### src/rtl/typing_game_ctrl.sv
// -----------------------------------------------------------------------------
// typing_game_ctrl
//
// Game sequencer for the speed-typer word datapath. It arms word loads
// (enable_next_level) and compares each PS/2 make code against the current
// target byte (comparison_data). On a match it pulses get_next_character to
// shift the datapath to the next character. It also keeps per-word progress,
// the error count, the score and a per-word countdown, and ends the game in
// WIN or LOSE.
//
// Ports:
//   clk                 in  1   clock
//   resetn              in  1   synchronous, active-low reset
//   start               in  1   one-cycle pulse, begins the game from IDLE
//   key_valid           in  1   one-cycle strobe, key_code holds a new make code
//   key_code            in  8   PS/2 set-2 make code
//   comparison_data     in  8   current target character from the datapath
//   num_char            in  8   length of the current word (3..12)
//   get_next_character  out 1   one-cycle pulse, shift to next character
//   enable_next_level   out 1   one-cycle pulse, load/advance the word
//   level               out 5   completed-word count (current word index)
//   chars_typed         out 4   correct characters typed in the current word
//   errors              out 8   total mismatches (saturating)
//   score               out 16  accumulated score (wraps)
//   time_left           out 8   seconds remaining for the current word
//   game_over           out 1   high in LOSE
//   game_win            out 1   high in WIN
//   state_dbg           out 3   current FSM state (debug observation)
//
// Handshake: key_valid is a single-cycle strobe with no back-pressure; a
// strobe is consumed only in PLAY and silently dropped in every other state.
// All outputs are registered or decoded from the state register.
// -----------------------------------------------------------------------------
module typing_game_ctrl #(
   parameter int TICKS_PER_SEC = 50_000_000,
   parameter int LEVEL_TIME    = 30,
   parameter int NUM_WORDS     = 16,
   parameter int MAX_ERRORS    = 10
) (
   input  logic        clk,
   input  logic        resetn,
   input  logic        start,
   input  logic        key_valid,
   input  logic [7:0]  key_code,
   input  logic [7:0]  comparison_data,
   input  logic [7:0]  num_char,
   output logic        get_next_character,
   output logic        enable_next_level,
   output logic [4:0]  level,
   output logic [3:0]  chars_typed,
   output logic [7:0]  errors,
   output logic [15:0] score,
   output logic [7:0]  time_left,
   output logic        game_over,
   output logic        game_win,
   output logic [2:0]  state_dbg
);

   localparam logic [2:0] S_IDLE    = 3'd0;
   localparam logic [2:0] S_ARM     = 3'd1;
   localparam logic [2:0] S_LOAD    = 3'd2;
   localparam logic [2:0] S_PLAY    = 3'd3;
   localparam logic [2:0] S_MATCH   = 3'd4;
   localparam logic [2:0] S_ADVANCE = 3'd5;
   localparam logic [2:0] S_WIN     = 3'd6;
   localparam logic [2:0] S_LOSE    = 3'd7;

   localparam int PW = (TICKS_PER_SEC > 1) ? $clog2(TICKS_PER_SEC) : 1;
   localparam logic [PW-1:0] TICK_MAX   = PW'(TICKS_PER_SEC - 1);
   localparam logic [7:0]    LT_INIT    = 8'(LEVEL_TIME);
   localparam logic [7:0]    ERR_LIMIT  = 8'(MAX_ERRORS);
   localparam logic [4:0]    WORD_LIMIT = 5'(NUM_WORDS);

   logic [2:0]    state, state_nxt;
   logic [1:0]    load_cnt;
   logic [PW-1:0] presc;
   logic          tick;
   logic          counting;
   logic          key_match;
   logic [7:0]    errors_inc;
   logic          unused_num_char_hi;

   // Only the low nibble of the word length is meaningful (max 12).
   assign unused_num_char_hi = ^num_char[7:4];

   assign counting   = (state == S_PLAY) || (state == S_MATCH);
   assign tick       = counting && (presc == TICK_MAX);
   assign key_match  = key_valid && (key_code == comparison_data);
   assign errors_inc = (errors == 8'hFF) ? 8'hFF : errors + 8'd1;

   always_comb begin
      state_nxt = state;
      case (state)
         S_IDLE:    if (start) state_nxt = S_ARM;
         S_ARM:     state_nxt = S_LOAD;
         S_LOAD:    if (load_cnt == 2'd2) state_nxt = S_PLAY;
         S_PLAY: begin
            // A matching key wins over the last second running out.
            if (key_match)
               state_nxt = S_MATCH;
            else if (tick && (time_left == 8'd1))
               state_nxt = S_LOSE;
            // time_left can only sit at 0 here after a match took priority
            // over the final tick; the word is then out of time.
            else if (time_left == 8'd0)
               state_nxt = S_LOSE;
            else if (key_valid && (errors_inc == ERR_LIMIT))
               state_nxt = S_LOSE;
         end
         S_MATCH: begin
            if (tick && (time_left == 8'd1))
               state_nxt = S_LOSE;
            else if (chars_typed == num_char[3:0])
               state_nxt = S_ADVANCE;
            else
               state_nxt = S_PLAY;
         end
         S_ADVANCE: state_nxt = ((level + 5'd1) == WORD_LIMIT) ? S_WIN : S_ARM;
         default:   state_nxt = state;   // WIN and LOSE are terminal
      endcase
   end

   always_ff @(posedge clk) begin
      if (!resetn) begin
         state       <= S_IDLE;
         load_cnt    <= 2'd0;
         presc       <= '0;
         level       <= 5'd0;
         chars_typed <= 4'd0;
         errors      <= 8'd0;
         score       <= 16'd0;
         time_left   <= 8'd0;
      end else begin
         state <= state_nxt;
         case (state)
            S_ARM: begin
               time_left   <= LT_INIT;
               chars_typed <= 4'd0;
               presc       <= '0;
               load_cnt    <= 2'd0;
            end
            S_LOAD: load_cnt <= load_cnt + 2'd1;
            S_PLAY: begin
               if (key_match) begin
                  chars_typed <= chars_typed + 4'd1;
                  score       <= score + 16'd1;
               end else if (key_valid) begin
                  errors <= errors_inc;
               end
            end
            S_ADVANCE: begin
               score <= score + {8'd0, time_left};
               level <= level + 5'd1;
            end
            default: ;
         endcase
         // Countdown prescaler runs only while the player is typing.
         if (counting) begin
            presc <= tick ? '0 : presc + PW'(1);
            if (tick && (time_left != 8'd0))
               time_left <= time_left - 8'd1;
         end
      end
   end

   assign get_next_character = (state == S_MATCH);
   assign enable_next_level  = (state == S_ARM);
   assign game_over          = (state == S_LOSE);
   assign game_win           = (state == S_WIN);
   assign state_dbg          = state;

endmodule

### config.mk
export PLATFORM = sky130hd
export DESIGN_NAME = typing_game_ctrl
export DESIGN_NICKNAME = d
export VERILOG_FILES = /design/src/rtl/typing_game_ctrl.sv
export SDC_FILE = /design/constraint.sdc
export NUM_CORES = 1
export LEC_CHECK = 0
export BUFFER_PORTS_ARGS = -buffer_cell sky130_fd_sc_hd__buf_2
export CAP_MARGIN = 25
export CORE_MARGIN = 4
export CORE_UTILIZATION = 45
export DETAILED_ROUTE_END_ITERATION = 10
export HOLD_SLACK_MARGIN = 0.12
export PLACE_DENSITY_LB_ADDON = 0.08
export SKIP_CTS_REPAIR_TIMING = 1
export SLEW_MARGIN = 20
export SYNTH_ARGS = -nofsm -noshare
export SYNTH_HDL_FRONTEND = slang
export SYNTH_SLANG_ARGS = --single-unit
### constraint.sdc
create_clock -name clk -period 3.45 [get_ports clk]
set_input_delay 0.69 -clock clk [delete_from_list [all_inputs] [get_ports clk]]
set_output_delay 0.69 -clock clk [all_outputs]
set_load 0.01 [all_outputs]
==> results.json, run 1 <==
{
  "grt_first_pass_wirelength_mm": 18.8,
  "clock_latency_ns": 0.34,
  "grt_max_degree": 37,
  "grt.overflow.total": 0,
  "drc": 0,
  "status": "finished clean",
  "gp_congestion": 0.814,
  "slowest_delay_ns": 0.42,
  "tns_ns": 0,
  "synth_fa_ha_area_share_pct": 5.06,
  "critPathMaxFanout": 8,
  "start_util_pct": 46.7,
  "drt_iter0_drc": 160,
  "synth-edff-count": 0,
  "critical_path_arrival_ns": 3.15,
  "yosys-top-cells-count": "dfxtp_1 (72), nor2_1 (56), a21oi_1 (52), nand2_1 (50), o21ai_0 (26)",
  "cap_violations": 0,
  "async_flop_share_pct": 0,
  "fin_crit_ns": 2.92,
  "critPathLaunchType": "register",
  "core_area_um2": 9330,
  "track_usage_pct": 19.9,
  "period_share_pct": 84.6,
  "grt_pass1_vias": 3869,
  "cts_root_buffer": "clkbuf_8",
  "synth_cell_types": 64,
  "endpoint_kind": "register",
  "wl_mm": 10.8,
  "drive_above_1_share_pct": 18.2,
  "netlist.area_leader.share_pct": 33.1,
  "num_vias": 4156,
  "cts_buffers": 9,
  "synth_compound_area_share_pct": 23.9,
  "syn-num-nets": 586,
  "row_count": 35,
  "synth_cells": 541,
  "clock_path_buffers": 2,
  "antenna_found_initial": 0,
  "yosysMostFrequentCell": "dfxtp_1",
  "yosys.area.top_type": "dfxtp_1",
  "hp-start": "score[4]",
  "synth_ff_type": "dfxtp_1",
  "synth_seq_cells": 72,
  "setup_violations": 0,
  "synth_xor_area_share_pct": 4.63,
  "finClkSkew_ns": 0.0129,
  "synth_area_per_cell_um2": 8.04,
  "via_per_inst": 5.59,
  "dp_hpwl_mm": 7.82,
  "slew_headroom_pct": 49.9,
  "antennaDiodeCount": 0,
  "fp.dieH_um": 106,
  "rsz0062_at_grt": "no",
  "worstReg2RegStart": "state_dbg[1]",
  "io_pins": 76,
  "ys_seq_area_share_pct": 33.1,
  "yosys_warnings": 0,
  "crit_chain": "inv_1 > and3_1 > nand2_1 > ha_1 > fa_1 > a21o_1 > a21oi_1 > o211ai_1 > o311ai_4 > nor4_1 > o21bai_1",
  "cts_tree": "yes",
  "place_ws_ns": 0.565,
  "synthMuxAreaShare_pct": 1.38,
  "synth_top_family_by_area": "simple AND/OR/NAND/NOR gates",
  "power_density_nw_per_um2": 433,
  "cts.sinks": 72,
  "required_ns": 3.68,
  "power_leakage_nw": 2.03,
  "ir_drop_uv": 221,
  "final_nets": 655,
  "final_max_slew_viol_count": 0,
  "drtPass1Iterations": 4,
  "numPortBuffers": 71,
  "cp_slowest_cell": "fa_1",
  "clk_pin_slew_worst_paths_ns": 0.08,
  "syn2layout_area_growth_pct": 16.1,
  "worst_slack_ns": 0.533,
  "hold_path.class": "register to register",
  "dieArea_um2": 11300,
  "wl_per_cell_um": 14.5,
  "yosys-top-cells-area": "dfxtp_1 (33%), a21oi_1 (6.0%), nor2_1 (4.8%)",
  "cts_htree_levels": 3,
  "postRouteAntennaNets": 0,
  "cp-startpoint": "state_dbg[1]",
  "syn-cell-area_um2": 4350,
  "chipWidth_um": 106,
  "clock.fmax_mhz": 343,
  "critical_path_class": "register to register",
  "hold_viol": 0,
  "tightest_slew_ns": 0.751,
  "yosys.area_share.simple_pct": 27.9
}
[flip-flops by register name, summed over array words and instances (netlist names)]
signal	flops
chars_typed	4
errors	8
time_left	8
load_cnt	2
presc	26
level	5
score	16
state_dbg	3
[kinds of logic after synthesis]
| group | after synthesis |
|---|---|
| AO/OA/AOI/OAI | 156 |
| XOR/XNOR | 23 |
| adder cells (fa/ha/maj) | 17 |
| buffers and inverters | 39 |
| flip-flops | 72 |
| multiplexers | 6 |
| AND/OR/NAND/NOR | 228 |
[report_power, final]
part | switching [mW] | total (mW) | internal (mW)
clock | 0.329 | 0.760 | 0.431
combinational | 0.349 | 0.535 | 0.186
sequential | 0.0320 | 0.893 | 0.861
[final cells by class]
type,instances,area [µm²]
Tap cell,129,161
Inverter,16,60.1
Clock buffer,12,145
Multi-Input combinational cell,430,2740
Fill cell,921,4280
Timing Repair Buffer,81,430
Clock inverter,4,76.3
Sequential cell,72,1440
[critical path: cells and delay by family, from the launching register on]
kind	cells	cell delay (ns)
buf+inv	1	0.06
flops	1	0.31
compound gates	5	1.27
fa+ha+maj	2	0.65
simple gates	3	0.51
[metrics by stage]
step	hold WS [ns]	instances	cell area (µm²)	util [%]	total power [mW]
final	0.477	744	5050	54.2	2.19
after global routing	0.512	744	5050	54.2	2.32
after CTS	0.480	744	5050	54.2	2.21
after detailed placement	0.468	728	4830	51.8	1.45
after global placement	0.457	728	4830	51.8	1.44
after floorplan	0.451	541	4350	-	1.28
[layout by cell type, fill, tap and decap left out, types with 14 or more instances in the layout]
| master | instances |
|---|---|
| dfxtp_1 | 72 |
| buf_2 | 71 |
| nor2_1 | 56 |
| a21oi_1 | 52 |
| nand2_1 | 50 |
| o21ai_0 | 26 |
| nand3_1 | 23 |
| ha_1 | 16 |
| inv_1 | 15 |
| and3_1 | 14 |
| and2_1 | 14 |
| xor2_1 | 14 |
[metal layers]
layer / vias up / track usage [%] / part of all wire, %
met5: - / 0 / 0
met4: 0 / 5.00 / 1.1
met3: 10 / 3.83 / 4.5
met2: 70 / 31.5 / 44
met1: 1931 / 27.7 / 51
li1: 2145 / - / -
[worst paths after layout]
kind,end,slack [ns],cells after the start
max,score[10],0.53,11
min,score[4],0.48,2
max reg2reg,score[10],0.53,11
min reg2reg,score[4],0.48,2
Power figures use the tool's default switching activity.
==> run 2: changes to the inputs <==
==> constraint.sdc (replaced) <==
create_clock -name clk -period 3 [get_ports clk]
set_input_delay 0.6 -clock clk [delete_from_list [all_inputs] [get_ports clk]]
set_output_delay 0.6 -clock clk [all_outputs]
set_load 0.01 [all_outputs]
==> results.json, run 2 (synthesis results as in run 1) <==
{
  "grt.overflow.total": 0,
  "final_cell_mix": "dfxtp_1 (72), buf_2 (71), nor2_1 (56)",
  "syn2layout_area_growth_pct": 16.0,
  "dieArea_um2": 11300,
  "wl_mm": 11.1,
  "clk_pin_slew_worst_paths_ns": 0.09,
  "power_leakage_nw": 2.03,
  "tns_ns": 0,
  "gp_congestion": 0.816,
  "crit_buf_inv": 1,
  "cts_buffers": 9,
  "hp-start": "score[3]",
  "setup_violations": 0,
  "io_pins": 76,
  "drc": 0,
  "reg2reg_depth": 11,
  "fp.dieH_um": 106,
  "dp_hpwl_mm": 7.93,
  "tightest_slew_ns": 0.697,
  "r2r-end": "score[10]",
  "min_to": "score[3]",
  "antennaDiodeCount": 0,
  "worstReg2RegStart": "state_dbg[1]",
  "dp_cells": 729,
  "ir_drop_uv": 222,
  "via_per_inst": 5.75,
  "slew_headroom_pct": 53.3,
  "top_register": "presc",
  "final_max_slew_viol_count": 0,
  "largest_reg_flops": 26,
  "reg_top3": "presc: 26 flops, score: 16 flops",
  "hold_path.class": "register to register",
  "cts_tree": "yes",
  "cts_htree_levels": 3,
  "cts.sinks": 72,
  "postRouteAntennaNets": 0,
  "critical_path_arrival_ns": 3.03,
  "critical_path_class": "register to register",
  "required_ns": 3.24,
  "cts_root_buffer": "clkbuf_8",
  "row_count": 35,
  "chipWidth_um": 106,
  "antenna_found_initial": 0,
  "hold_viol": 0,
  "crit_chain": "inv_2 > and3_2 > nand2_1 > ha_1 > fa_1 > a21o_1 > a21oi_1 > o211ai_1 > o311ai_4 > nor4_1 > o21bai_1",
  "r2r_slack_ns": 0.21,
  "crit_family": "compound AO/OA/AOI/OAI gates",
  "rsz0062_at_grt": "no",
  "clock_path_buffers": 2,
  "endpoint_kind": "register",
  "slowest_delay_ns": 0.42,
  "power_density_nw_per_um2": 484,
  "wl_per_cell_um": 14.9,
  "drtPass1Iterations": 4,
  "cap_violations": 0,
  "core_area_um2": 9330,
  "final_nets": 656,
  "track_usage_pct": 19.8,
  "fin_crit_ns": 2.79,
  "num_vias": 4284,
  "finClkSkew_ns": 0.0127,
  "numPortBuffers": 71,
  "period_share_pct": 92.9,
  "critPathMaxFanout": 8,
  "drt_iter0_drc": 164,
  "clock_latency_ns": 0.35,
  "cp_slowest_cell": "o311ai_4",
  "critPathLaunchType": "register",
  "final_common_cell": "dfxtp_1",
  "stdcell_count": 745,
  "grt_first_pass_wirelength_mm": 18.8,
  "start_util_pct": 46.7,
  "status": "finished clean",
  "grt_pass1_vias": 3919,
  "grt_max_degree": 54,
  "drive_above_1_share_pct": 19.0,
  "clock.fmax_mhz": 359,
  "holdPathStages": 2
}
## run 2: power by group
| group | internal [mW] | switching, mW |
|---|---|---|
| clock | 0.384 | 0.397 |
| combinational | 0.219 | 0.412 |
| sequential | 0.990 | 0.0392 |
## run 2: stage by stage
step | hold WS [ns] | setup WS [ns] | area [µm²] | utilization (%) | power [mW]
final | 0.474 | 0.212 | 5050 | 54.1 | 2.44
after global routing | 0.502 | 0.0498 | 5050 | 54.1 | 2.59
after CTS | 0.476 | 0.0967 | 5050 | 54.1 | 2.47
after detailed placement | 0.464 | 0.116 | 4850 | 52.0 | 1.68
after global placement | 0.458 | 0.207 | 4850 | 52.0 | 1.67
after floorplan | 0.451 | 0.00592 | 4360 | - | 1.48
## run 2: tightest hold or removal path, stage by stage, from the launching register on
cell and delay, ns:
dfxtp_1 0.33, nand2_1 0.06, a21oi_1 0.05
## run 2: area by class of cell
class | instances | area [µm²]
fill | 910 | 4280
multi-input combinational | 430 | 2740
sequential | 72 | 1440
timing repair buffer | 82 | 450
tap | 129 | 161
clock buffer | 9 | 124
clock inverter | 7 | 72.6
inverter | 16 | 60.1
## run 2: per-layer routing
| layer | part of all wire [%] | wire, µm | vias to the layer above | track usage (%) |
|---|---|---|---|---|
| met5 | 0 | 0 | - | 0 |
| met4 | 1.2 | 134 | 0 | 5.83 |
| met3 | 4.9 | 542 | 15 | 3.83 |
| met2 | 45 | 5010 | 102 | 31.7 |
| met1 | 49 | 5380 | 2019 | 27.1 |
| li1 | - | - | 2148 | - |
## run 2: how the worst max path moves through the flow
stage | startpoint | endpoint | slack [ns] | depth (start not counted)
after floorplan | state_dbg[1] | score[10] | 0.006 | 14
after detailed placement | state_dbg[1] | score[10] | 0.12 | 11
after CTS | state_dbg[1] | score[10] | 0.1 | 11
after global routing | state_dbg[1] | score[10] | 0.05 | 11
after global placement | state_dbg[1] | score[12] | 0.21 | 11
final | state_dbg[1] | score[10] | 0.21 | 11
==> run 3: changes to the inputs <==
--- a/config.mk
+++ b/config.mk
@@ -8,7 +8,7 @@
 export BUFFER_PORTS_ARGS = -buffer_cell sky130_fd_sc_hd__buf_2
 export CAP_MARGIN = 25
 export CORE_MARGIN = 4
-export CORE_UTILIZATION = 45
+export CORE_UTILIZATION = 50
 export DETAILED_ROUTE_END_ITERATION = 10
 export HOLD_SLACK_MARGIN = 0.12
 export PLACE_DENSITY_LB_ADDON = 0.08
==> results.json, run 3 (synthesis results as in run 1) <==
{
  "drive_above_1_share_pct": 18.8,
  "via_per_inst": 5.83,
  "power_density_nw_per_um2": 509,
  "ir_drop_uv": 349,
  "dp_hpwl_mm": 7.63,
  "period_share_pct": 94.9,
  "cts_root_buffer": "clkbuf_8",
  "clock.fmax_mhz": 351,
  "top_register": "presc",
  "antenna_found_initial": 0,
  "cts.sinks": 72,
  "setup_violations": 0,
  "cp-startpoint": "state_dbg[1]",
  "critical_path_class": "register to register",
  "comb_power_share_pct": 24.2,
  "clock_latency_ns": 0.35,
  "gp_congestion": 0.838,
  "grt_max_degree": 32,
  "io_pins": 76,
  "final_common_cell": "dfxtp_1",
  "track_usage_pct": 21.4,
  "clock_path_buffers": 2,
  "power.share.clock_pct": 35.7,
  "drc": 0,
  "fp.dieH_um": 101,
  "hold_viol": 0,
  "core_area_um2": 8340,
  "hp-start": "score[3]",
  "hold_path.class": "register to register",
  "critPathMaxFanout": 8,
  "cts_tree": "yes",
  "fin_crit_ns": 2.85,
  "clk_pin_slew_worst_paths_ns": 0.08,
  "syn2layout_area_growth_pct": 16.0,
  "drt_iter0_drc": 210,
  "status": "finished clean",
  "endpoint_kind": "register",
  "required_ns": 3.24,
  "cts_buffers": 9,
  "swShare_pct": 31.5,
  "reg_top3": "presc: 26 flops, score: 16 flops",
  "num_vias": 4211,
  "critPathLaunchType": "register",
  "final_nets": 657,
  "largest_reg_flops": 26,
  "p_sw_mw": 0.809,
  "numPortBuffers": 71,
  "drtPass1Iterations": 5,
  "cap_violations": 0,
  "wl_per_cell_um": 14.6,
  "p_int_mw": 1.76,
  "postPlaceCellArea_um2": 4810,
  "tns_ns": 0,
  "grt.overflow.total": 0,
  "wl_mm": 10.5,
  "dieArea_um2": 10300,
  "power_leakage_nw": 2.05,
  "critical_path_arrival_ns": 3.09,
  "antennaDiodeCount": 0,
  "finClkSkew_ns": 0.00746,
  "design_area_um2": 5050,
  "final_cell_mix": "dfxtp_1 (72), buf_2 (71), nor2_1 (56)",
  "slew_headroom_pct": 52.1,
  "seqPwrFrac_pct": 40.0,
  "final_max_slew_viol_count": 0,
  "grt_first_pass_wirelength_mm": 18.1,
  "rsz0062_at_grt": "no",
  "final_core_util_pct": 60.5,
  "start_util_pct": 52.2,
  "row_count": 33,
  "tightest_slew_ns": 0.712,
  "cts_htree_levels": 3,
  "chipWidth_um": 101,
  "grt_pass1_vias": 3889,
  "postRouteAntennaNets": 0,
  "total_power_mw": 2.57,
  "worstReg2RegStart": "state_dbg[1]"
}
## run 3: changes by cell type in the layout (fill, tap and decap cells not counted)
| cell | before | now |
|---|---|---|
| and3_1 | 13 | 14 |
| bufinv_16 | 1 | 3 |
| and3_2 | 1 | 0 |
| clkinvlp_4 | 2 | 1 |
| buf_4 | 10 | 12 |
| buf_12 | 1 | 0 |
| clkbuf_1 | 0 | 1 |
| clkinv_4 | 2 | 0 |
## run 3: worst paths after layout
check / end / slack [ns] / cells past startpoint
worst min register to register: score[3] / 0.48 / 2
worst max-delay path: score[10] / 0.15 / 11
worst min-delay path: score[3] / 0.48 / 2
worst max register to register: score[10] / 0.15 / 11
## run 3: metrics by stage
| step | worst slack [ns] | cells | hold WS [ns] |
|---|---|---|---|
| after floorplan | 0.00592 | 541 | 0.451 |
| after CTS | 0.141 | 722 | 0.479 |
| after global routing | 0.0107 | 722 | 0.508 |
| after global placement | 0.215 | 706 | 0.461 |
| after detailed placement | 0.156 | 706 | 0.467 |
| final | 0.154 | 722 | 0.475 |
## run 3: final cells by class
type | count | area, µm²
fillers | 781 | 3290
clock inverters | 6 | 108
inverters | 16 | 60.1
flip-flops and latches | 72 | 1440
well taps | 105 | 131
clock buffers | 10 | 128
multi-input cells | 430 | 2740
repair buffers | 83 | 445
## run 3: per-layer routing
metal	routed length [µm]	share of wire [%]	vias up	global-route usage, %
met1	5060	48	1945	29.5
met5	0	0	-	0
li1	-	-	2153	-
met4	138	1.3	0	6.34
met2	4750	45	100	34.3
met3	582	5.5	13	3.93
## run 3: critical path: stages (launching register included)
cell and delay [ns]:
dfxtp_1 0.33, inv_2 0.05, and3_1 0.29, nand2_1 0.09
ha_1 0.22, fa_1 0.41, a21o_1 0.20, a21oi_1 0.25
o211ai_1 0.21, o311ai_4 0.42, nor4_1 0.09, o21bai_1 0.18
## run 3: power by group through the flow
stage	sequential, mW	combinational [mW]	clock, mW
after global routing	1.03	0.708	0.987
after detailed placement	1.05	0.617	0
after floorplan	1.06	0.411	0
after global placement	1.05	0.607	0
after CTS	1.03	0.622	0.944
final	1.03	0.622	0.918
